<file path="src/rtl/frogger_game_seq.sv">
// Frogger game-flow sequencer: start, play, death, level-clear and game-over phases.
// Optional build macro FROGGER_BONUS_LIFE_EN: clearing a level awards one life (saturating at 7).
module frogger_game_seq #(
  parameter int unsigned LIVES         = 3,
  parameter int unsigned TICKS_PER_SEC = 60,
  parameter int unsigned ROUND_SECS    = 30,
  parameter int unsigned DEATH_FRAMES  = 60,
  parameter int unsigned LEVEL_FRAMES  = 90,
  parameter int unsigned NUM_PADS      = 5
) (
  input  logic                i_Clk,
  input  logic                i_Rst_N,
  input  logic                i_Start,
  input  logic                i_Frame_Tick,
  input  logic                i_Collided,
  input  logic                i_Frog_Home,
  input  logic [2:0]          i_Home_Slot,
  output logic                o_Game_Active,
  output logic                o_Frog_Reset,
  output logic                o_Dying,
  output logic                o_Game_Over,
  output logic [2:0]          o_Lives,
  output logic [2:0]          o_Level,
  output logic [5:0]          o_Time_Left,
  output logic [NUM_PADS-1:0] o_Pads_Filled,
  output logic [2:0]          o_State
);

  localparam int unsigned SUB_W  = (TICKS_PER_SEC > 1) ? $clog2(TICKS_PER_SEC) : 1;
  localparam int unsigned PH_MAX = (DEATH_FRAMES > LEVEL_FRAMES) ? DEATH_FRAMES : LEVEL_FRAMES;
  localparam int unsigned PH_W   = (PH_MAX > 1) ? $clog2(PH_MAX) : 1;

  typedef enum logic [2:0] {
    S_IDLE      = 3'd0,
    S_PLAYING   = 3'd1,
    S_DYING     = 3'd2,
    S_LEVEL_UP  = 3'd3,
    S_GAME_OVER = 3'd4
  } state_t;

  state_t              r_state, w_state_nxt;
  logic                r_start_q;
  logic [SUB_W-1:0]    r_sub, w_sub_nxt;
  logic [PH_W-1:0]     r_phase, w_phase_nxt;
  logic [2:0]          r_lives, w_lives_nxt;
  logic [2:0]          r_level, w_level_nxt;
  logic [5:0]          r_time, w_time_nxt;
  logic [NUM_PADS-1:0] r_pads, w_pads_nxt;
  logic                r_frog_reset, w_frog_reset_nxt;
  logic                r_game_active, r_dying, r_game_over;
  logic                w_start_rise, w_slot_ok, w_enter_dying, w_respawn;
  logic [NUM_PADS-1:0] w_slot_mask;

  assign w_start_rise = i_Start & ~r_start_q;
  assign w_slot_ok    = (32'(i_Home_Slot) < NUM_PADS);
  assign w_slot_mask  = NUM_PADS'(1) << i_Home_Slot;

  // State and datapath registers
  always_ff @(posedge i_Clk or negedge i_Rst_N) begin
    if (!i_Rst_N) begin
      r_state       <= S_IDLE;
      r_start_q     <= 1'b0;
      r_sub         <= '0;
      r_phase       <= '0;
      r_lives       <= 3'(LIVES);
      r_level       <= 3'd1;
      r_time        <= 6'(ROUND_SECS);
      r_pads        <= '0;
      r_frog_reset  <= 1'b0;
      r_game_active <= 1'b0;
      r_dying       <= 1'b0;
      r_game_over   <= 1'b0;
    end else begin
      r_state       <= w_state_nxt;
      r_start_q     <= i_Start;
      r_sub         <= w_sub_nxt;
      r_phase       <= w_phase_nxt;
      r_lives       <= w_lives_nxt;
      r_level       <= w_level_nxt;
      r_time        <= w_time_nxt;
      r_pads        <= w_pads_nxt;
      r_frog_reset  <= w_frog_reset_nxt;
      r_game_active <= (w_state_nxt == S_PLAYING);
      r_dying       <= (w_state_nxt == S_DYING);
      r_game_over   <= (w_state_nxt == S_GAME_OVER);
    end
  end

  // Next-state logic; dying entry and respawn are shared tails applied after the case
  always_comb begin
    w_state_nxt      = r_state;
    w_sub_nxt        = r_sub;
    w_phase_nxt      = r_phase;
    w_lives_nxt      = r_lives;
    w_level_nxt      = r_level;
    w_time_nxt       = r_time;
    w_pads_nxt       = r_pads;
    w_frog_reset_nxt = 1'b0;
    w_enter_dying    = 1'b0;
    w_respawn        = 1'b0;

    case (r_state)
      S_IDLE, S_GAME_OVER: begin
        if (w_start_rise) begin
          w_lives_nxt = 3'(LIVES);
          w_level_nxt = 3'd1;
          w_pads_nxt  = '0;
          w_respawn   = 1'b1;
        end
      end
      S_PLAYING: begin
        if (i_Collided) begin
          w_enter_dying = 1'b1;
        end else if (i_Frog_Home) begin
          if (w_slot_ok && ((r_pads & w_slot_mask) == '0)) begin
            w_pads_nxt = r_pads | w_slot_mask;
            w_time_nxt = 6'(ROUND_SECS);
            w_sub_nxt  = '0;
            if (w_pads_nxt == {NUM_PADS{1'b1}}) begin
              w_state_nxt = S_LEVEL_UP;
              w_phase_nxt = '0;
            end else begin
              w_frog_reset_nxt = 1'b1;
            end
          end else begin
            w_enter_dying = 1'b1;
          end
        end else if (i_Frame_Tick) begin
          if (r_sub == SUB_W'(TICKS_PER_SEC - 1)) begin
            w_sub_nxt  = '0;
            w_time_nxt = r_time - 6'd1;
            if (r_time == 6'd1) w_enter_dying = 1'b1;
          end else begin
            w_sub_nxt = r_sub + SUB_W'(1);
          end
        end
      end
      S_DYING: begin
        if (i_Frame_Tick) begin
          if (r_phase == PH_W'(DEATH_FRAMES - 1)) begin
            if (r_lives == 3'd0) w_state_nxt = S_GAME_OVER;
            else                 w_respawn   = 1'b1;
          end else begin
            w_phase_nxt = r_phase + PH_W'(1);
          end
        end
      end
      S_LEVEL_UP: begin
        if (i_Frame_Tick) begin
          if (r_phase == PH_W'(LEVEL_FRAMES - 1)) begin
            w_pads_nxt  = '0;
            w_level_nxt = (r_level == 3'd7) ? 3'd7 : r_level + 3'd1;
`ifdef FROGGER_BONUS_LIFE_EN
            w_lives_nxt = (r_lives == 3'd7) ? 3'd7 : r_lives + 3'd1;
`else
            w_lives_nxt = r_lives;
`endif
            w_respawn   = 1'b1;
          end else begin
            w_phase_nxt = r_phase + PH_W'(1);
          end
        end
      end
      default: w_state_nxt = S_IDLE;
    endcase

    if (w_enter_dying) begin
      w_state_nxt = S_DYING;
      w_phase_nxt = '0;
      w_lives_nxt = (r_lives == 3'd0) ? 3'd0 : r_lives - 3'd1;
    end
    if (w_respawn) begin
      w_state_nxt      = S_PLAYING;
      w_time_nxt       = 6'(ROUND_SECS);
      w_sub_nxt        = '0;
      w_frog_reset_nxt = 1'b1;
    end
  end

  assign o_State       = r_state;
  assign o_Game_Active = r_game_active;
  assign o_Dying       = r_dying;
  assign o_Game_Over   = r_game_over;
  assign o_Frog_Reset  = r_frog_reset;
  assign o_Lives       = r_lives;
  assign o_Level       = r_level;
  assign o_Time_Left   = r_time;
  assign o_Pads_Filled = r_pads;

endmodule

</file>
<file path="config.mk">
export PLATFORM = sky130hd
export DESIGN_NAME = frogger_game_seq
export DESIGN_NICKNAME = d
export VERILOG_FILES = /design/src/rtl/frogger_game_seq.sv
export SDC_FILE = /design/constraint.sdc
export NUM_CORES = 1
export LEC_CHECK = 0
export CAP_MARGIN = 20
export CORE_ASPECT_RATIO = 1.2
export CORE_MARGIN = 1.5
export CORE_UTILIZATION = 31
export CTS_BUF_LIST = sky130_fd_sc_hd__clkbuf_8
export DETAILED_ROUTE_END_ITERATION = 6
export HOLD_SLACK_MARGIN = 0.05
export PLACE_DENSITY = 0.6
export SETUP_SLACK_MARGIN = 0.2
export SKIP_CTS_REPAIR_TIMING = 1
export SYNTH_ARGS = -nofsm -noshare
export SYNTH_HDL_FRONTEND = slang
export SYNTH_SLANG_ARGS = --single-unit
export TNS_END_PERCENT = 10
</file>
<file path="constraint.sdc">
create_clock -name i_Clk -period 2.5 [get_ports i_Clk]
set_clock_uncertainty 0.05 [all_clocks]
set_input_delay 0.75 -clock i_Clk [delete_from_list [all_inputs] [get_ports i_Clk]]
set_output_delay 0.75 -clock i_Clk [all_outputs]
set_load 0.01 [all_outputs]
</file>
# --- Yosys cells after proc, flatten, opt, wreduce, memory -nomap -nowiden ---
# Index checks and enable logic that the tools add are counted.
totals:
  out_inout_bits: 24
  elab_cells: 142
  inputBits: 9
  reg_bits: 38
op_classes:
  add_sub_neg: 5
  eq_ne: 29
  bitwise_logic: 4
  mux: 70
  shifts: 1
  magnitude_cmp: 1
  n_reduce_logical: 20
op_table:
  columns: ["operator", "count"]
  rows:
  - ["$mux 6", 14]
  - ["$mux 7", 9]
  - ["$mux 3", 17]
  - ["$mux 5", 6]
  - ["$ne 3x3->1 const B", 8]
  - ["$pmux 7 s3", 1]
  - ["$mux 1", 19]
  - ["$pmux 5 s3", 1]
  - ["$ne 2x2->1 const B", 6]
  - ["$eq 3x2->1 const B", 3]
  - ["$eq 3x3->1 const B", 3]
  - ["$pmux 3 s3", 1]
  - ["$reduce_and 9->1", 1]
  - ["$reduce_bool 3->1", 3]
  - ["$reduce_and 4->1", 2]
  - ["$reduce_bool 2->1", 4]
  - ["$add 7x1->7 const B", 1]
  - ["$eq 7x6->1 const B", 1]
  - ["$eq 7x7->1 const B", 1]
  - ["$reduce_and 7->1", 1]
  - ["$add 6x1->6 const B", 1]
  - ["$eq 3x1->1 const B", 2]
  - ["$eq 6x1->1 const B", 1]
  - ["$eq 6x6->1 const B", 1]
  - ["22 further kinds", 23]

# --- Depth between registers and ports, before layout ---
# Gate-level depths: netlist (run 1).
depth:
  word_depth: 11
  ltp_mapped: 9
  mapped_depth_nobuf: 8

# --- Worst setup path before layout (run 1) ---
# Ideal clock, no wire load.
synth_path:
  path_type: "input port to flip-flop"
  startpoint: "input i_Home_Slot[2]"
  endpoint: "register r_phase[0]"
  setup_time_ns: 0.128
  required_time_ns: 2.322
  t_arrival_ns: 2.180
  setup_slack_ns: 0.142
  n_path_buf: 1
  cell_stages: 7
  path_cell_list: "buf_2 -> nor3_1 -> o211ai_1 -> a32oi_1 -> o21bai_2 -> a211oi_2 -> mux2_1"
synth_via:
  elab_chain_len: 10
  word_cells_on_any_way: 22
  classes_between: "order compare: 1; eq/ne: 9; shift: 1; mux: 5; bitwise: 2; reduce/logical: 4"
synth_lines:
  columns: ["item", "line_no", "text"]
  rows:
  - ["start, declared", "17", "input logic [2:0] i_Home_Slot,"]
  - ["$shl 1x3->5", "56", "assign w_slot_mask = NUM_PADS'(1) << i_Home_Slot;"]
  - ["$and 5x5->5", "115", "if (w_slot_ok && ((r_pads & w_slot_mask) == '0)) begin"]
  - ["$logic_not 5->1", "115", null]
  - ["$logic_and 1x1->1", "115", null]
  - ["$mux 1", "115", null]
  - ["$mux 1", "114", "end else if (i_Frog_Home) begin"]
  - ["$mux 1", "112", "if (i_Collided) begin"]
  - ["$mux 1", "102", "case (r_state)"]
  - ["$ne 3x3->1 (no source line) or $reduce_bool 4->1 (tied branches)", null, null]
  - ["$reduce_and 9->1 (no source line)", null, null]
  - ["end signal, assigned", "77", "r_phase <= w_phase_nxt;"]
  - ["end, declared", "44", "logic [PH_W-1:0] r_phase, w_phase_nxt;"]
# Several ways; a longest one is shown, not always the timed one.
# A chain may end at the register's enable or synchronous reset.

# --- Worst setup path after layout (run 1) ---
layout_path:
  startpoint: "register r_state[2], in the netlist o_State[2]"
  endpoint: "output o_State[2]"
layout_lines:
  columns: ["item", "line_no", "text"]
  rows:
  - ["start, declared", "41", "state_t r_state, w_state_nxt;"]
  - ["start signal, assigned", "74", "r_state <= w_state_nxt;"]
  - ["end, declared", "26", "output logic [2:0] o_State"]
# No word-level cell between the ends.

==> results.md, run 1 <==
- The clock net in this run drives a total of 38 sinks.
- The count of nets after finishing is roughly 320.
- The buffer levels on the longest clock path is 2.
- In this run, the clock network consumes between 20% and 30% of the power.
- The placed instances occupy a cell area of 2890 µm².
- The peak-usage layer in the global routing report is met2.
- The run finished with clean final reports.
- The most common cell after layout, fill and taps aside is buf_4.
- The root buffer cell is clkbuf_8.
- The launch point of the worst reg-to-reg path is r_phase[0].
- The later-pin clock latency in the skew report is just under 0.3 ns.
- In this run the vertical extent of the chip is 96.3 µm.
- Across the run, the number of max-cap violations was 0.
- The first global-routing pass estimated 9.16 mm of wire.
- Summing over every cut layer, the via total after detailed routing is about 2000.
- After clock tree synthesis, the clock-pin slew on the worst setup and hold paths is 0.08 ns.
- In this run the tool buffered the top-level ports with 32 buffer cells.
- The post-synthesis cell area is between 2000 and 2500 µm².
- STA puts the critical path data required time at 1.70 ns.
- Once detailed placement completed, the half-perimeter wirelength came to between 4 and 5 mm.
- In the layout the commonest cells are buf_4 (36), dfrtp_1 (28), clkdlybuf4s50_1 (26).
- The die is between 80 and 90 µm wide.
- The final worst-path setup slack is 0.188 ns.
- Derived from the worst setup path, the maximum achievable clock frequency is between 400 and 500 MHz.
- The worst hold slack is around 0.44 ns.
- In the global route stage, met3 resource usage came out at 3.60%.
- In the final routed layout, each cell accounts on average for between 10 and 15 µm.
- The total clock buffers created by CTS is 5.
- The sequential-to-total area share from yosys stat is 42.7%.
- Global routing consumed, over all layers together, around 15% of the routing resources.
- The destination of the worst register-to-register timing path is r_phase[1].
- On the worst path, the slowest cell contributes a delay of ~0.62 ns.
- The time the worst path needs with I/O delays and setup is 2.31 ns.
- Setup total negative slack on the finished layout was measured at 0 ns.
- Setup repair after global routing could not meet its margin everywhere.
- After detailed routing, the number of vias per cell comes to ~5.2.
- The number of synthesis warnings is 0.
- The slew at the pin closest to its max-slew limit is slightly below 0.5 ns.
- The flop and latch count out of synthesis is 38.
- The cell type of the slowest stage on the worst timing path is clkdlybuf4s50_1.
- Counting flops with a built-in enable in the synthesized netlist gives 0.
- The worst setup path is launched from a flop.
- Summing internal, switching and leakage power gives 2.54 mW.
- Setup slack on the worst reg-to-reg path comes out at ~0.2 ns.
- Setup violations remaining at the end of the flow were counted as 0.
- The global placer's final weighted congestion is approximately 0.84.
- The floorplan die area is between 7000 and 8000 µm².
- The type of element capturing the critical path is a primary output.
- Of all nets on the critical path, the largest fanout is 10.
- The worst register-to-register path has a depth of 8.
- Across the VDD grid, the largest voltage drop is a little under 0.3 mV.
- Traced cell by cell, the critical path runs through clkdlybuf4s50_1.
- The fraction of met1 tracks used by global routing is between 15 and 20%.
- The commonest register cell after synthesis is dfrtp_1.
- The switching fraction of total power is 35.2%.
- The classification of the worst-slack hold path is in -> async.
- 33 I/O pins were placed.
- The net count of the mapped netlist is between 200 and 250.
- The static leakage is roughly 1.3 nW.
- The first routing iteration left 97 violations.
- The detailed-routing iteration count for the pre-antenna-repair pass is 4.
- The kind of cell with the highest combined delay on the critical path is buffers and inverters.
- Counting flops with an async set or reset pin after synthesis yields a share of 100%.
- The switching power summed over all nets is around 900 µW.
- In this run, the combinational gates consume 41.9% of the power.
- After floorplanning, the core was divided into 33 placement rows.
- Once layout is complete, the utilization of the core stands at 45.0%.
- The via count of the first global-routing pass is 1945.
- The fraction of met2 tracks used by global routing is approximately 27%.
- The buffering stage count on the worst path with inverters included is 1.
- Before CTS, the worst setup slack after placement is -0.490 ns.
- After detailed routing, the number of remaining DRC violations is 0.
- The diode insertion count for antenna repair is 0.
- Headroom to the max-slew limit came out at 67.5%.
- The count of endpoints failing hold in the final timing report is 0.
- The total instance count after detailed placement is roughly 370.
- The number of pins with negative max-slew slack in the final report came to 0.
- The initial antenna violation count was 0.
- The total area inside the core boundary comes to around 7000 µm².
- The sum of routed wire length over all layers is about 5.6 mm.
- Entering global routing, the biggest net connects 39 pins.
- The total overflow left after global routing is 0.
- The internal power of the cells is ~1.6 mW.
- The synthesized instance count is around 230.
- Data arrives at the worst endpoint at ~1.5 ns.
- The average cell area after synthesis is approximately 9.7 µm².
- The count of different cell masters after synthesis is 64.
- After routing the design area is 3120 µm².
- The H-tree generated during clock tree synthesis spans 2 levels.
- TritonCTS built the clock tree.
- In this run, flip-flops and latches consume 37.8% of the power.
- The cell area power density is approximately 800 nW/µm².
- After the flow finishes, the layout carries non-filler instances totaling ~390.
- The category of the most critical setup path is reg -> out.
- After layout, the worst path uses between 90% and 100% of the clock period.
- Once detail routing completed, the nets flagged for antenna violations numbered 0.
- Once the floorplan was initialized, standard cells occupied 32.4% of the core.
- The ratio of cells with drive above 1 in the final layout is between 20% and 30%.
- Relative to the synthesized area, the layout overhead comes to 38.7%.
==> metal layers <==
layer | share of wire, % | vias to the layer above
met4 | 1.7 | 0
li1 | - | 993
met1 | 44 | 971
met2 | 51 | 53
met5 | 0 | -
met3 | 4.0 | 9
==> cells in the mapped netlist, types with 2 or more instances <==
cell / count / area share [%]
a211oi_2: 2 / 1.1
o31ai_1: 2 / 0.67
and3_1: 4 / 1.1
o211ai_1: 3 / 1.0
a22o_1: 3 / 1.2
and3b_1: 2 / 0.78
a31oi_1: 5 / 1.4
mux2_1: 2 / 1.0
clkbuf_1: 2 / 0.33
inv_1: 9 / 1.5
nand4_1: 6 / 1.7
nand3_1: 13 / 2.9
a32oi_1: 2 / 0.78
nand2b_1: 5 / 1.4
nand2_1: 16 / 2.7
nor3_1: 8 / 1.8
nor3b_1: 3 / 1.0
a21o_1: 3 / 1.0
dfstp_2: 7 / 8.2
mux2i_1: 5 / 2.2
a21oi_1: 12 / 2.7
dfrtp_1: 31 / 35
o21ai_0: 11 / 2.4
or3_1: 3 / 0.83
xor2_1: 2 / 0.78
nor2_1: 17 / 2.8
buf_2: 3 / 0.67
ha_1: 6 / 3.3
or4b_2: 2 / 0.89
nand3b_1: 5 / 1.7
nor2b_1: 4 / 1.1
==> sequential cells by signal (all words and copies together), names as in the netlist <==
register	count
o_Game_Over	1
o_Level	3
o_Dying	1
o_Lives	3
o_State	3
r_start_q	1
o_Game_Active	1
r_phase	7
o_Frog_Reset	1
o_Time_Left	6
o_Pads_Filled	5
r_sub	6
==> worst max-delay path by stage <==
stage / slack, ns / cells after the start / from / endpoint
2_1_floorplan: 0.21 / 7 / i_Home_Slot[1] / r_phase[0]
3_3_place_gp: -0.45 / 8 / i_Home_Slot[1] / r_sub[5]
3_5_place_dp: -0.49 / 7 / i_Home_Slot[1] / r_phase[1]
4_1_cts: -0.19 / 7 / i_Home_Slot[1] / r_phase[1]
5_1_grt: 0.10 / 9 / r_phase[0] / r_phase[2]
6_report: 0.19 / 1 / o_State[2] / o_State[2]
==> logic make-up after synthesis <==
| family | Yosys count | synth area share (%) |
|---|---|---|
| buffers and inverters | 17 | 3.51 |
| muxes | 8 | 3.73 |
| DFF | 38 | 42.7 |
| AOI/OAI and AO/OA | 60 | 20.1 |
| adders and majority gates | 6 | 3.34 |
| xor gates and xnor gates | 2 | 0.779 |
| and+or+nand+nor | 100 | 25.8 |
==> layout make-up <==
| type | count | area (µm²) |
|---|---|---|
| clock buffers | 5 | 68.8 |
| clock inverters | 3 | 40.0 |
| fillers | 667 | 3820 |
| inverters | 10 | 37.5 |
| multi-input cells | 176 | 1300 |
| flip-flops and latches | 38 | 963 |
| well taps | 87 | 109 |
| repair buffers | 69 | 602 |
==> power groups by stage <==
stage          registers [mW]  logic [mW]  clock network, mW
2_1_floorplan           0.945       0.523                  0
3_5_place_dp            0.957       0.949                  0
4_1_cts                 0.947       0.952              0.526
3_3_place_gp            0.957       0.939                  0
6_report                0.962        1.07              0.515
5_1_grt                 0.990        1.17              0.555
(Power assumes the default switching activity.)
==> inputs of run 2 (changes only) <==
- CORE_ASPECT_RATIO: 1.2 -> default
==> results.md, run 2 (synthesized netlist as in run 1, its figures left out) <==
- The run finished with clean final reports.
- The maximum clock rate is 437 MHz (+0.98%).
- The total setup violations reported at the end of the flow is 0 (unchanged).
- The wire length of the first global-routing pass was 9.60 mm (+4.8%).
- The required time of the critical path is 1.70 ns (about the same).
- The detailed placer's ending HPWL is 4.27 mm (+4.0%).
- The time the worst path needs with I/O delays and setup came to 2.29 ns (-0.0223 ns).
- The final routed wire length divided by cell count is 14.8 µm (+1.6%).
- The placeable core region is 6910 µm² (-0.43%).
- The total clock buffers created by CTS was 5 (unchanged).
- The count of endpoints failing hold in the final timing report is 0 (unchanged).
- The buffer levels on the longest clock path is 2 (unchanged).
- The later-pin clock latency in the skew report is 0.29 ns (about the same).
- The via count of the first global-routing pass was 1980 (+1.8%).
- The tightest slew margin relative to the limit was 68.7% (+1.1 points).
- The DRC marker count from the first detailed-route iteration came to 99 (+2.1%).
- The post-route fraction of the period consumed by the critical path is 91.6% (-0.89 points).
- The highest ir drop seen on vdd is 0.358 mV (+23%).
- The floorplan die area is 7770 µm² (about the same).
- The number of H-tree levels came to 2 (unchanged).
- The cell type of the slowest stage on the worst timing path is clkdlybuf4s50_1.
- The initial antenna violation count is 0 (unchanged).
- The area overhead of the layout relative to synthesis is 44.5%.
- The count of clock tree sinks is 38 (unchanged).
- The diode insertion count for antenna repair is 0 (unchanged).
- The biggest cell delay along the critical path is 0.53 ns (-0.09 ns).
- The category of the most critical setup path is reg -> out.
- Ranked by flip-flop count, first place goes to r_phase.
- The global placer's final weighted congestion is 0.841 (+0.47%).
- The ratio of cells with drive above 1 in the final layout is 34.3% (+5.7 points).
- The highest fanout seen on the critical path is 11 (+1).
- Setup repair after global routing could not meet its margin everywhere.
- The final routed DRC violation total was 0 (unchanged).
- The static leakage is 1.37 nW (+3.3%).
- The path depth of the worst reg2reg path is 7 (-1).
- The count of port buffers added during placement is 32 (unchanged).
- The via count is 2069 (+2.1%).
- In the layout the commonest cells are buf_4 (38), dfrtp_1 (27), clkdlybuf4s50_1 (24).
- The initial core utilization is 32.6% (+0.14 points).
- The standard-cell row count is 30 (-9.1%).
- The reg2reg setup slack came to 0.25 ns (+0.05 ns).
- The clock tree from TritonCTS is done.
- The die outline height was 88.2 µm (-8.4%).
- The destination of the worst register-to-register timing path is r_phase[1].
- The die width came to 88.2 µm (+9.2%).
- The max-cap check violation count is 0 (unchanged).
- The number of primary I/O pins came to 33 (unchanged).
- The worst hold slack is 0.355 ns (-0.0871 ns).
- The root buffer cell is clkbuf_8.
- The slew at the pin closest to its max-slew limit is 0.470 ns (-0.0171 ns).
- The final core utilization was 47.0% (+2.1 points).
- The cell area power density is 808 nW/µm² (-0.88%).
- The overall track demand over capacity in global routing is 15.9% (+0.39 points).
- The worst slack at placement was -0.545 ns (-0.0548 ns).
- The min-delay analysis places its worst path in the category in -> async.
- The critical path launch point type is a flop.
- The final-layout setup total negative slack came to 0 ns (unchanged).
- The final worst-path setup slack was 0.211 ns (+0.0223 ns).
- The launch point of the worst reg-to-reg path is r_phase[0].
- The number of vias per cell after detailed routing was 5.15 (-1.4%).
- The number of nets with antenna violations after routing is 0 (unchanged).
- The sum of routed wire length over all layers is 5.95 mm (+5.3%).
- The count of nets after finishing came to 320 (+1.6%).
- The number of pins with negative max-slew slack in the final report is 0 (unchanged).
- The most common cell after layout, fill and taps aside is buf_4.
- The total grt overflow came to 0 (unchanged).
- The arrival time of the worst setup path is 1.49 ns (-0.02 ns).
- The detailed-routing iteration count for the pre-antenna-repair pass is 5 (+1).
- Walking the worst path, the cells encountered are buf_4, clkdlybuf4s50_1.
- The flip-flop count of the largest register after layout is 7 (unchanged).
- The total power after layout is 2.63 mW (+3.2%).
- The clock-pin slew of the registers on the worst-case setup and hold paths was 0.08 ns (about the same).
- The type of element capturing the critical path is a primary output.
- The maximum number of pins on one net before global-route repair is 21 (-46%).
## run 2: cell types whose count changed in the layout (fill, tap and decap cells not counted), sizes merged
cell / change
clkinvlp: +1
clkdlybuf4s50: -2
clkinv: -2
buf: +6
clkbuf: +1
inv: +1
## run 2: how the worst max path moves through the flow
stage,cells after the start,endpoint,start
6_report,2,o_State[0],o_State[0]
5_1_grt,2,o_State[0],o_State[0]
4_1_cts,8,r_phase[1],i_Home_Slot[1]
3_5_place_dp,8,r_phase[1],i_Home_Slot[1]
3_3_place_gp,8,r_phase[0],i_Home_Slot[1]
2_1_floorplan,7,r_phase[0],i_Home_Slot[1]
## run 2: per-stage QoR
| step | cell area, µm² | instances |
|---|---|---|
| final | 3250 | 402 |
| after detailed placement | 2940 | 386 |
| after global routing | 3250 | 402 |
| after CTS | 3050 | 394 |
| after floorplan | 2280 | 231 |
| after global placement | 2940 | 386 |
## run 2: area by class of cell
cell class / count / area, µm²
Inverter: 10 / 37.5
Fill cell: 685 / 3660
Tap cell: 96 / 120
Timing Repair Buffer: 74 / 649
Clock inverter: 3 / 41.3
Sequential cell: 38 / 965
Multi-Input combinational cell: 176 / 1370
Clock buffer: 5 / 68.8
## run 2: power by group
group / internal [mW] / leakage [nW] / switching, mW
Combinational: 0.614 / 0.831 / 0.512
Clock: 0.294 / 0.0556 / 0.229
Sequential: 0.777 / 0.479 / 0.201
## run 2: routing by layer
metal	track usage [%]	part of all wire, %	vias up
met2	25.4	50	37
met4	4.83	1.1	0
met1	22.0	46	1014
li1	-	-	1013
met5	0	0	-
met3	2.64	2.8	5
## run 2: worst max-delay path: cells and delay by family (launching register included)
kind,cells,cell delay [ns]
flops,1,0.49
buf+inv,2,0.71
